<file path="config.mk">
export PLATFORM = sky130hd
export DESIGN_NAME = datapath_unit
export DESIGN_NICKNAME = d
export VERILOG_FILES = /design/src/rtl/datapath_unit.sv
export SDC_FILE = /design/constraint.sdc
export NUM_CORES = 1
export LEC_CHECK = 0
export ABC_AREA = 1
export CELL_PAD_IN_SITES_DETAIL_PLACEMENT = 0
export CELL_PAD_IN_SITES_GLOBAL_PLACEMENT = 1
export CORE_MARGIN = 4
export CORE_UTILIZATION = 44
export DETAILED_ROUTE_END_ITERATION = 16
export PLACE_DENSITY_LB_ADDON = 0.3
export RECOVER_POWER = 50
export SYNTH_ARGS = -nofsm -noshare
export SYNTH_HDL_FRONTEND = slang
export SYNTH_SLANG_ARGS = --single-unit
</file>
<file path="constraint.sdc">
create_clock -name clk -period 2.25 [get_ports clk]
set_input_delay 0.45 -clock clk [delete_from_list [all_inputs] [get_ports clk]]
set_output_delay 0.45 -clock clk [all_outputs]
set_load 0.03 [all_outputs]
</file>
<file path="src/rtl/datapath_unit.sv">
// Execution and memory responder for the CU: latches one issued operation per start
// strobe, runs it through the ALU or a small data memory and returns the write-back value.
module datapath_unit #(
  parameter int DATA_WIDTH = 8,
  parameter int ADDR_BITS  = 5,
  parameter int MEM_DEPTH  = 32
) (
  input  logic                  clk,
  input  logic                  rst,
  input  logic                  start,
  input  logic [DATA_WIDTH-1:0] operand1,
  input  logic [DATA_WIDTH-1:0] operand2,
  input  logic [DATA_WIDTH-1:0] offset,
  input  logic [3:0]            opcode,
  input  logic                  sel1,
  input  logic                  sel3,
  input  logic                  w_r,
  output logic [DATA_WIDTH-1:0] result2,
  output logic                  busy,
  output logic                  done,
  output logic                  zero,
  output logic                  carry
);

  // state | meaning
  // IDLE  | waiting for start; holds done high for the cycle after WB
  // EXEC  | ALU result and memory address computed from latched operands
  // MEM   | data memory store or load (memory ops only)
  // WB    | result2/flags written back, done raised
  typedef enum logic [1:0] {IDLE, EXEC, MEM, WB} state_t;

  state_t                state;
  logic [DATA_WIDTH-1:0] op1_q, op2_q, off_q;
  logic [3:0]            opc_q;
  logic                  sel1_q, sel3_q, wr_q;
  logic [DATA_WIDTH-1:0] alu_q, rd_q;
  logic                  alu_c_q;
  logic [ADDR_BITS-1:0]  addr_q;
  logic [DATA_WIDTH-1:0] mem [MEM_DEPTH];

  logic [DATA_WIDTH-1:0] b_op;
  logic [DATA_WIDTH:0]   sum9, diff9, inc9, dec9;
  logic [DATA_WIDTH-1:0] alu_res;
  logic                  alu_cy;

  always_comb begin
    b_op    = sel3_q ? off_q : op2_q;
    sum9    = {1'b0, op1_q} + {1'b0, b_op};
    diff9   = {1'b0, op1_q} - {1'b0, b_op};
    inc9    = {1'b0, op1_q} + (DATA_WIDTH+1)'(1);
    dec9    = {1'b0, op1_q} - (DATA_WIDTH+1)'(1);
    alu_res = '0;
    alu_cy  = 1'b0;
    case (opc_q)
      4'h0: begin alu_res = sum9[DATA_WIDTH-1:0];  alu_cy = sum9[DATA_WIDTH];  end
      4'h1: begin alu_res = diff9[DATA_WIDTH-1:0]; alu_cy = diff9[DATA_WIDTH]; end
      4'h2: alu_res = op1_q & b_op;
      4'h3: alu_res = op1_q | b_op;
      4'h4: alu_res = op1_q ^ b_op;
      4'h5: alu_res = ~op1_q;
      4'h6: alu_res = op1_q << b_op[2:0];
      4'h7: alu_res = op1_q >> b_op[2:0];
      4'h8: begin alu_res = inc9[DATA_WIDTH-1:0];  alu_cy = inc9[DATA_WIDTH];  end
      4'h9: begin alu_res = dec9[DATA_WIDTH-1:0];  alu_cy = dec9[DATA_WIDTH];  end
      4'hA: alu_res = op1_q;
      4'hB: alu_res = b_op;
      4'hC: alu_res = (op1_q < b_op) ? DATA_WIDTH'(1) : '0;
      default: alu_res = '0;
    endcase
  end

  always_ff @(posedge clk) begin
    if (!rst) begin
      state   <= IDLE;
      result2 <= '0;
      busy    <= 1'b0;
      done    <= 1'b0;
      zero    <= 1'b0;
      carry   <= 1'b0;
      op1_q   <= '0;
      op2_q   <= '0;
      off_q   <= '0;
      opc_q   <= '0;
      sel1_q  <= 1'b0;
      sel3_q  <= 1'b0;
      wr_q    <= 1'b0;
      alu_q   <= '0;
      alu_c_q <= 1'b0;
      rd_q    <= '0;
      addr_q  <= '0;
      for (int i = 0; i < MEM_DEPTH; i++) mem[i] <= '0;
    end else begin
      case (state)
        IDLE: begin
          done <= 1'b0;
          if (start) begin
            op1_q  <= operand1;
            op2_q  <= operand2;
            off_q  <= offset;
            opc_q  <= opcode;
            sel1_q <= sel1;
            sel3_q <= sel3;
            wr_q   <= w_r;
            busy   <= 1'b1;
            state  <= EXEC;
          end else begin
            busy <= 1'b0;
          end
        end
        EXEC: begin
          alu_q   <= alu_res;
          alu_c_q <= alu_cy;
          // address wraps within the memory: only the low bits of the sum are kept
          addr_q  <= ADDR_BITS'(op1_q + off_q);
          state   <= sel1_q ? WB : MEM;
        end
        MEM: begin
          if (wr_q) mem[addr_q] <= op2_q;
          else      rd_q        <= mem[addr_q];
          state <= WB;
        end
        WB: begin
          done  <= 1'b1;
          state <= IDLE;
          if (sel1_q) begin
            if (opc_q != 4'hF) begin
              result2 <= alu_q;
              zero    <= (alu_q == '0);
              carry   <= alu_c_q;
            end
          end else begin
            result2 <= wr_q ? op2_q : rd_q;
          end
        end
        default: state <= IDLE;
      endcase
    end
  end

endmodule

</file>
# Word-level counts from Yosys, hierarchy flattened
# Memory sizes are Yosys's and may differ from the RTL's. A register that Yosys moved wholly into a read port is not among the register bits.
# Index checks and enable logic that the tools add are counted.
# word_totals
regBits,59
ram_bits,256
in_bits,34
output_inout_bits,12
word_cells,78
mem_count,1
# classes
add_sub_neg,5
magnitude_cmp,1
eq_ne,18
n_shift,2
muxes,20
bitwise,5
reduce_logical,10
# memory_table
memory,depth,word_bits,rd,rd_clocked_by_memory_dff,write_ports,line_no,rtl
mem,32,8,1,1,32,39,logic [DATA_WIDTH-1:0] mem [MEM_DEPTH];
# ops
cell,n
8-bit case mux with 13 select lines,1
8-bit 2-to-1 mux,5
"4-bit equality test, second input constant",5
"4-bit by 3-bit equality test with 1-bit output, second input constant",4
"8-bit by 1-bit adder with 9-bit output, second input constant",1
8-bit by 8-bit adder with 9-bit output,1
1-bit 2-to-1 mux,9
"8-bit by 1-bit subtractor with 9-bit output, second input constant",1
8-bit by 8-bit subtractor with 9-bit output,1
8-bit bitwise AND,1
"4-bit by 2-bit equality test with 1-bit output, second input constant",2
8-bit zero test,1
8-bit < comparator,1
8-bit NOT,1
8-bit bitwise OR,1
2-bit case mux with 4 select lines,1
8-bit OR reduction,1
8-bit by 3-bit left shift with 8-bit output,1
8-bit by 3-bit right shift with 8-bit output,1
8-bit XOR,1
2-bit AND reduction,3
5-bit adder,1
5-bit 2-to-1 mux,1
"2-bit equality test, second input constant",2
other kinds (14),14

# Depth between registers and ports, before layout
# logic_depth
depth_word,6
mapped_depth,19
depth_no_buf,17

# Worst setup path after synthesis
# OpenSTA, ideal clock, no wires.
# synth_path
path_kind,flip-flop to flip-flop
startpoint,register sel3_q
endpoint,register alu_q[7]
setup_ns,0.071
t_arrival_ns,2.175
t_required_ns,2.179
path_slack_ns,0.004
path_stages_with_launch,17
path_buffers,3
synth_period_minus_slack_ns,2.246
cell_sequence,dfxtp_1 buf_6 buf_2 o21ai_0 inv_1 ha_1 clkbuf_2 inv_1 a21oi_1 nor2_1 nor2_1 nand2_1 nand2_1 nand3_1 nand4_1 nand2_1 a21oi_1
# synth_between
elab_chain_cells,3
# synth_lines
element,line_no,rtl
from (decl),35,"logic sel1_q, sel3_q, wr_q;"
from (signal assigned),102,sel3_q <= sel3;
8-bit 2-to-1 mux *,47,b_op = sel3_q ? off_q : op2_q;
8-bit by 8-bit subtractor with 9-bit output (tied with other cells),49,"diff9 = {1'b0, op1_q} - {1'b0, b_op};"
8-bit case mux with 13 select lines *,54,case (opc_q)
to (signal assigned),111,alu_q <= alu_res;
to (decl),36,"logic [DATA_WIDTH-1:0] alu_q, rd_q;"
# Every way passes the cells marked *; elsewhere a longest branch is shown, timed or not.
# A chain may end at the register's enable or synchronous reset.

==> flow_summary.json <==
{
  "outcome": "finished, final reports clean",
  "root_buffer": "clkbuf_16",
  "grtUsageTotal_pct": 24.5,
  "dp_slack_ns": -0.0189,
  "post_dp_cell_area_mm2": 0.0177,
  "hold_path_class": "primary input to register",
  "avgRoutedWirePerCell_um": 20.6,
  "crit_path_cell_trace": "inv_1, ha_1, nand3_1, buf_4, nor2_1, buf_4, nand2_1, nand2_2",
  "rsz0062_at_grt": "true",
  "crit_top_cell": "buf_4",
  "synth_cell_types": 47,
  "grt_max_degree": 78,
  "p_comb_share_pct": 38.2,
  "critical_path.slowest_cell": "dfxtp_1",
  "syn-num-nets": 1825,
  "drive_gt1_share_pct": 11.7,
  "ir_drop_uv": 545,
  "worstSetupEndpointType": "register",
  "final_hold_viol_count": 0,
  "grt_pass1_vias": 12534,
  "worstMarginPinSlew_ns": 0.944,
  "dp_hpwl_um": 34100,
  "fmax_mhz": 462,
  "swShare_pct": 38.3,
  "cts_tree": "yes",
  "die_h_um": 199,
  "yosysTopAreaCell": "edfxtp_1",
  "critPathLaunchType": "register",
  "initial_core_util_pct": 44.9,
  "relSlewSlack_pct": 37.0,
  "syn_area_mm2": 0.0160,
  "ctsHoldBuffers": 0,
  "numCtsBuffers": 36,
  "power_switching_mw": 8.16,
  "fin_skew_ns": 0.0141,
  "async_flop_share_pct": 0,
  "yosys_warnings": 0,
  "grt_first_pass_wirelength_um": 74200,
  "setup_slack_ns": 0.0849,
  "drt_iter0_markers": 1326,
  "worstPathMaxFanout": 9,
  "yosysSeqAreaShare_pct": 56.3,
  "num_vias": 13084,
  "pwr-share-clk_pct": 27.4,
  "syn-instance-count": 1750,
  "drc": 0,
  "max_stage_delay_ns": 0.33,
  "rows": 69,
  "cts_num_sinks": 323,
  "fin_crit_sh_pct": 96.2,
  "num_io_pins": 46,
  "area_growth_pct": 18.0,
  "core-area_mm2": 0.0357,
  "crit_type": "register to register",
  "drtAntennaViolNets": 0,
  "setup_viol": 0,
  "power.density_mw_per_mm2": 1130,
  "drv_slew": 0,
  "fin_nets": 1952,
  "drtPass1Iterations": 6,
  "required_ns": 2.46,
  "synth_edf_count": 256,
  "p_leak_nw": 7.37,
  "max_cap_viol_count": 0,
  "avgSynthCellArea_um2": 9.17,
  "synth_area_leaders": "edfxtp_1 (48%), nand2_1 (8.4%), dfxtp_1 (8.4%)",
  "die_w_um": 199,
  "yosysTopAreaCellShare_pct": 47.9,
  "ys_ff_latch": 323,
  "pwr-share-seq_pct": 34.3,
  "final_area_mm2": 0.0189,
  "num_antenna_cells": 0,
  "finalWeightedCongestion": 0.985,
  "io_buffers": 45,
  "antenna_found_initial": 0,
  "viasPerCell": 5.53,
  "fillCellCount": 3302,
  "insertion_delay_ns": 0.53,
  "synthFlopType": "edfxtp_1",
  "fin_crit_ns": 2.17,
  "clkTransAtPathRegs_ns": 0.06,
  "arrival_ns": 2.38,
  "wl_um": 48700,
  "clockBufferDepth": 3,
  "p_int_mw": 13.2,
  "die_area_mm2": 0.0396,
  "grt_overflow_total": 0,
  "htreeDepth": 2
}
[sequential cells by signal, summed over array words and instances, names as in the netlist]
| signal | count |
|---|---|
| mem | 256 |
| alu_q | 8 |
| off_q | 8 |
| op1_q | 8 |
| op2_q | 8 |
| rd_q | 8 |
| result2 | 8 |
| addr_q | 5 |
| opc_q | 4 |
| state | 2 |
| alu_c_q | 1 |
| busy | 1 |
| carry | 1 |
| done | 1 |
| sel1_q | 1 |
| sel3_q | 1 |
| wr_q | 1 |
| zero | 1 |
[stage by stage]
| step | utilization, % | hold slack, ns | instances | TNS (ns) | total power, mW |
|---|---|---|---|---|---|
| after CTS | 52.9 | 0.469 | 2360 | 0 | 21.2 |
| final | 53.0 | 0.455 | 2366 | 0 | 21.3 |
| after floorplan | - | 0.446 | 1750 | 0 | 12.1 |
| after global placement | 49.6 | 0.480 | 2294 | -0.00736 | 15.3 |
| after detailed placement | 49.6 | 0.476 | 2294 | -0.0344 | 15.3 |
| after global routing | 53.0 | 0.491 | 2366 | -0.513 | 22.4 |
[placed cells by master, fill, tap and decap left out, drive strengths merged, types with 14 or more instances in the layout]
cell type,n
a21oi,89
a22oi,110
buf,109
clkbuf,75
clkdlybuf4s50,44
clkinv,21
dfxtp,67
edfxtp,256
ha,38
inv,100
nand2,397
nand3,66
nand4,21
nor2,337
nor3,21
o211ai,14
o21ai,93
[cells by family (layout without fill, tap and decap cells)]
logic type / after synthesis / after routing / synth area share, %
buf+inv: 198 / 353 / 5.29
simple gates: 850 / 850 / 22.0
compound gates: 330 / 330 / 12.7
xor+xnor: 8 / 8 / 0.437
fa+ha+maj: 41 / 41 / 3.34
flops: 323 / 323 / 56.3
[repair_timing]
action	CTS	global route
setup endpoints to repair	4	28
gates resized for setup	3	40
pin swaps	0	12
buffers inserted	0	6
cloned	0	0
[power groups by stage]
stage                     Clock [mW]  Sequential [mW]  Combinational [mW]
after global routing            6.18             7.37                8.87
final                           5.85             7.32                8.15
after CTS                       5.93             7.31                7.92
after floorplan                    0             7.39                4.71
after detailed placement           0             7.43                7.86
after global placement             0             7.42                7.84
[routing by layer]
layer / track usage, % / vias up / wire length, µm / share of wire [%]
li1: - / 6256 / - / -
met1: 34.4 / 6284 / 21000 / 43
met2: 40.2 / 443 / 23200 / 48
met3: 2.85 / 101 / 2940 / 6.0
met4: 7.75 / 0 / 1600 / 3.3
met5: 0 / - / 0 / 0
[layout make-up]
cell class	instances	area (µm²)	area share, %
well taps	461	577	3.05
clock inverters	18	181	0.958
clock buffers	48	988	5.22
multi-input cells	1229	6280	33.2
repair buffers	180	1470	7.76
flip-flops and latches	323	9030	47.7
inverters	107	409	2.16
[critical path: cells and delay by family, from the launching register on]
family        cells  cell delay, ns
flops             1            0.33
fa+ha+maj         1            0.20
buf+inv           3            0.57
simple gates      4            0.74
[final timing paths]
check,startpoint,endpoint,slack (ns),cells after the start
worst max-delay path,state[0],mem[6][4],0.08,8
worst min-delay path,rst,sel1_q,0.46,4
worst max register to register,state[0],mem[6][4],0.08,8
worst min register to register,zero,zero,0.48,2
[synthesized netlist by cell type, types with 6 or more instances]
cell,number
nand2_2,35
edfxtp_1,256
a22o_1,6
a22oi_1,109
buf_2,31
buf_6,7
nand2_1,361
nand4_1,21
o21ai_0,90
a21oi_1,88
nor3_1,19
o211ai_1,14
dfxtp_1,67
nand3_1,66
ha_1,38
clkbuf_1,45
clkinv_1,8
inv_1,93
nor2_1,331
No activity file was read; power rests on OpenSTA's default activity.
